[src/rtl/risc_run_controller.sv]
// Run/step controller for the Simple RISC core: sequences core reset, gates core
// execution with a clock enable, and ends a run on halt or on an exhausted cycle budget.
module risc_run_controller #(
    parameter int RST_CYCLES = 2,
    parameter int MAX_CYCLES = 1000,
    parameter int CNT_W      = 32
) (
    input  logic             clk,
    input  logic             reset,
    input  logic             start,
    input  logic             step_mode,
    input  logic             step,
    input  logic             halt_in,
    input  logic             retire,
    output logic             core_reset,
    output logic             core_en,
    output logic             busy,
    output logic             done,
    output logic             timeout,
    output logic [CNT_W-1:0] cycle_count,
    output logic [CNT_W-1:0] retire_count
);

    typedef enum logic [2:0] {
        IDLE  = 3'd0,
        RST   = 3'd1,
        RUN   = 3'd2,
        SWAIT = 3'd3,
        SEXEC = 3'd4,
        FIN   = 3'd5
    } state_t;

    localparam int               RST_W       = (RST_CYCLES > 1) ? $clog2(RST_CYCLES) : 1;
    localparam logic [RST_W-1:0] RST_LOAD    = RST_W'(RST_CYCLES - 1);
    localparam logic [CNT_W-1:0] BUDGET_LAST = CNT_W'(MAX_CYCLES - 1);
    localparam logic [CNT_W-1:0] CNT_MAX     = {CNT_W{1'b1}};
    localparam logic [CNT_W-1:0] CNT_ONE     = CNT_W'(1'b1);

    state_t           state_r;
    logic             mode_r;
    logic [RST_W-1:0] rst_cnt_r;

    logic [CNT_W-1:0] cyc_next_s;
    logic [CNT_W-1:0] ret_next_s;
    logic             budget_hit_s;

    function automatic logic [CNT_W-1:0] sat_inc(input logic [CNT_W-1:0] v, input logic en);
        if (en && (v != CNT_MAX)) begin
            return v + CNT_ONE;
        end else begin
            return v;
        end
    endfunction

    // Counter updates and budget test for an enabled core cycle
    always_comb begin
        cyc_next_s   = sat_inc(cycle_count, 1'b1);
        ret_next_s   = sat_inc(retire_count, retire);
        budget_hit_s = (cycle_count >= BUDGET_LAST);
    end

    // Run sequencer with registered outputs
    always_ff @(posedge clk) begin
        if (reset) begin
            state_r      <= IDLE;
            mode_r       <= 1'b0;
            rst_cnt_r    <= {RST_W{1'b0}};
            core_reset   <= 1'b1;
            core_en      <= 1'b0;
            busy         <= 1'b0;
            done         <= 1'b0;
            timeout      <= 1'b0;
            cycle_count  <= {CNT_W{1'b0}};
            retire_count <= {CNT_W{1'b0}};
        end else begin
            done <= 1'b0;
            case (state_r)
                IDLE: begin
                    if (start) begin
                        state_r      <= RST;
                        mode_r       <= step_mode;
                        rst_cnt_r    <= RST_LOAD;
                        cycle_count  <= {CNT_W{1'b0}};
                        retire_count <= {CNT_W{1'b0}};
                        timeout      <= 1'b0;
                        busy         <= 1'b1;
                        core_reset   <= 1'b1;
                        core_en      <= 1'b0;
                    end
                end
                RST: begin
                    if (rst_cnt_r == {RST_W{1'b0}}) begin
                        core_reset <= 1'b0;
                        if (mode_r) begin
                            state_r <= SWAIT;
                        end else begin
                            state_r <= RUN;
                            core_en <= 1'b1;
                        end
                    end else begin
                        rst_cnt_r <= rst_cnt_r - RST_W'(1'b1);
                    end
                end
                RUN, SEXEC: begin
                    // halt and retire only matter here, where core_en is high
                    cycle_count  <= cyc_next_s;
                    retire_count <= ret_next_s;
                    if (halt_in || budget_hit_s) begin
                        state_r <= FIN;
                        timeout <= ~halt_in;
                        done    <= 1'b1;
                        busy    <= 1'b0;
                        core_en <= 1'b0;
                    end else if (state_r == SEXEC) begin
                        state_r <= SWAIT;
                        core_en <= 1'b0;
                    end
                end
                SWAIT: begin
                    if (step) begin
                        state_r <= SEXEC;
                        core_en <= 1'b1;
                    end
                end
                FIN: begin
                    state_r <= IDLE;
                end
                default: begin
                    state_r <= IDLE;
                    core_en <= 1'b0;
                    busy    <= 1'b0;
                end
            endcase
        end
    end

endmodule

[config.mk]
export PLATFORM = sky130hd
export DESIGN_NAME = risc_run_controller
export DESIGN_NICKNAME = d
export VERILOG_FILES = /design/src/rtl/risc_run_controller.sv
export SDC_FILE = /design/constraint.sdc
export NUM_CORES = 1
export LEC_CHECK = 0
export CORE_MARGIN = 2
export CORE_UTILIZATION = 55
export CTS_CLUSTER_DIAMETER = 150
export DETAILED_ROUTE_END_ITERATION = 7
export MAX_ROUTING_LAYER = met4
export PLACE_DENSITY = 0.84
export SLEW_MARGIN = 25
export SYNTH_ARGS = -nofsm -noshare
export SYNTH_HDL_FRONTEND = slang
export SYNTH_SLANG_ARGS = --single-unit
[constraint.sdc]
create_clock -name clk -period 3.9 [get_ports clk]
set_input_delay 0.78 -clock clk [delete_from_list [all_inputs] [get_ports clk]]
set_output_delay 0.78 -clock clk [all_outputs]
set_load 0.01 [all_outputs]
==> reports/results.ini <==
[status]
status=complete, no violations

[hold_path]
min_path_cells=2
hp-start=timeout
hold_end=timeout
holdCritPathClass=flop to flop

[global_routing]
antenna_found_initial=0
grt_pass1_vias=3639
gr-usage-all-layers_pct=28.0
grt_pass1_wl_um=16900
grt_max_degree=31
grt-ovfl-total=0

[clocking]
cts_tree=built
cts_hold_buffers=0
cts.sinks=74
clkTransAtPathRegs_ns=0.07
cts_buffers=9
clk-insertion-delay-late_ns=0.35
cts_max_level=3
cts-resized-gates=0
clk_path_buf_depth=2
post-cts-setup-buffer-count=0
cts_root_buf=clkbuf_8

[floorplanning]
die-height_um=87.8
num_rows=30
ios=76
initial_utilization_pct=56.9
core_mm2=0.00679
die-area_mm2=0.00771
die_w_um=87.8

[yosys]
ys_ff_latch=74
postSynthAreaPerCell_um2=8.05
syn_nets=489
synth.cell_area_mm2=0.00386
synth.distinct_cells=58
ys_top_cells_by_area=dfxtp_1, a21oi_1, or3_1
netlist_instances=480
ys_seq_area_share_pct=38.3
synth.most_common_cell=dfxtp_1
synth_edf_count=0
synth_top_cell_by_area=dfxtp_1
synth_common_cells=dfxtp_1, a21oi_1, nand2_1, o21ai_0, or3_1
yosys_warnings=0
async_flop_share_pct=0
synth-main-ff-cell=dfxtp_1
synth_top_area_share_pct=38.3

[route]
avgRoutedWirePerCell_um=15.9
vias_per_cell=6.25
drtAntennaViolNets=0
routed_wl_um=10200
drt_iter0_markers=245
vias=4031
dr.pass1.iters=4
drc=0

[placement]
gp_congestion=0.883
hpwl_um=7130
place_inst=630
port_buffers=75

[timing]
period_needed_ns=2.82
slew_headroom_pct=34.0
maxSlewViolCount=0
finalSetupTns_ns=0
tightest_slew_ns=0.983
fin_skew_ns=0.00758
finalHoldViolCount=0
rsz0062_at_grt=no
fin_crit_sh_pct=72.3
setup_viol=0
max_freq_ghz=0.355

[finish]
stdcell_count=645
syn_to_final_growth_pct=24.8
drive_above_1_share_pct=6.56
fill_cells=577
diodes=0
final_nets=554

[worst_setup_path]
reg2reg_depth=6
r2r-end=cycle_count[11]
r2r_start=cycle_count[7]
cp-end-kind=flop
critical_path_class=primary input to flop
r2r_slack_ns=1.22
path_max_fanout=22
crit_path_start_kind=primary input
worstPathRequired_ns=4.15
worstPathArrival_ns=3.07

[job]
max-cap-violations=0

[power]
max-vdd-ir-drop_mv=0.315
p_per_area_mw_per_mm2=388
p_leak_nw=1.51

[where the power goes]
group | internal [mW] | switching [mW] | leakage, nW
registers | 0.789 | 0.0737 | 0.597
clock network | 0.308 | 0.277 | 0.0962
logic | 0.148 | 0.273 | 0.814
[how the worst max path moves through the flow]
stage          start               end  slack, ns
2_1_floorplan  start  retire_count[31]       1.66
3_3_place_gp   start  retire_count[29]       0.88
3_5_place_dp   start  retire_count[25]       0.77
4_1_cts        start  retire_count[25]       1.11
5_1_grt        start  retire_count[25]       0.93
6_report       start  retire_count[25]       1.08
[sequential cells by signal (all words and copies together) (netlist names)]
register      count
rst_cnt_r         1
state_r           3
core_reset        1
retire_count     32
done              1
timeout           1
core_en           1
busy              1
mode_r            1
cycle_count      32
[cells by family after synthesis]
logic type               share of synthesized area [%]
buffers and inverters                             4.66
multiplexers                                     0.518
XOR/XNOR                                          1.13
AO/OA/AOI/OAI                                     23.0
flip-flops                                        38.3
adder cells (fa/ha/maj)                          0.647
AND/OR/NAND/NOR                                   31.7
[cells in the final DEF (no fill, tap or decap), types with 3 or more instances in the layout]
master | Yosys | routed
clkbuf_8 | 2 | 10
or2_2 | 3 | 3
and3_1 | 8 | 8
a31o_2 | 3 | 3
nand3_1 | 16 | 16
clkdlybuf4s50_1 | 0 | 75
o31ai_1 | 15 | 15
buf_4 | 2 | 6
or3_1 | 38 | 38
dfxtp_1 | 74 | 74
a211oi_1 | 6 | 6
and4_1 | 3 | 3
inv_1 | 9 | 9
or4_1 | 17 | 17
nor2b_1 | 3 | 3
nor3_1 | 12 | 12
a21o_1 | 3 | 3
nor4_1 | 8 | 8
a21oi_1 | 63 | 63
nor2_1 | 19 | 19
and2_1 | 3 | 3
a31oi_1 | 4 | 4
o21ai_0 | 39 | 39
nand4_1 | 23 | 23
nand2_1 | 45 | 45
xnor2_1 | 4 | 4
o21a_1 | 3 | 3
[area by class of cell]
| class | instances | area (um^2) | share of cell area [%] |
|---|---|---|---|
| repair buffers | 81 | 796 | 16.5 |
| flip-flops and latches | 74 | 1480 | 30.7 |
| multi-input cells | 370 | 2210 | 45.7 |
| clock inverters | 3 | 40.0 | 0.830 |
| inverters | 9 | 33.8 | 0.701 |
| clock buffers | 12 | 145 | 3.01 |
| well taps | 96 | 120 | 2.49 |
[through the flow]
step	hold WS, ns	util (%)	setup WS [ns]	area (um^2)	total power [mW]
global placement	0.453	68.3	0.877	4640	1.28
CTS	0.476	71.0	1.11	4820	1.86
global route	0.502	71.0	0.928	4820	1.95
detailed placement	0.463	68.3	0.766	4640	1.29
finish	0.473	71.0	1.08	4820	1.87
floorplan	0.450	-	1.66	3860	1.19
[critical path, cell delays in order]
cell             delay (ns)
clkdlybuf4s50_1        0.56
nor4b_4                0.32
a31oi_1                0.14
a311o_1                0.54
or4_1                  0.54
a21oi_1                0.19
[per-layer routing]
| layer | global-route usage (%) | vias up | routed length (um) |
|---|---|---|---|
| met4 | 9.09 | 0 | 135 |
| met5 | - | - | 0 |
| met3 | 3.86 | 14 | 619 |
| met2 | 44.6 | 156 | 4970 |
| met1 | 36.9 | 1901 | 4520 |
| li1 | - | 1960 | - |
No activity file was read; power rests on OpenSTA's default activity.
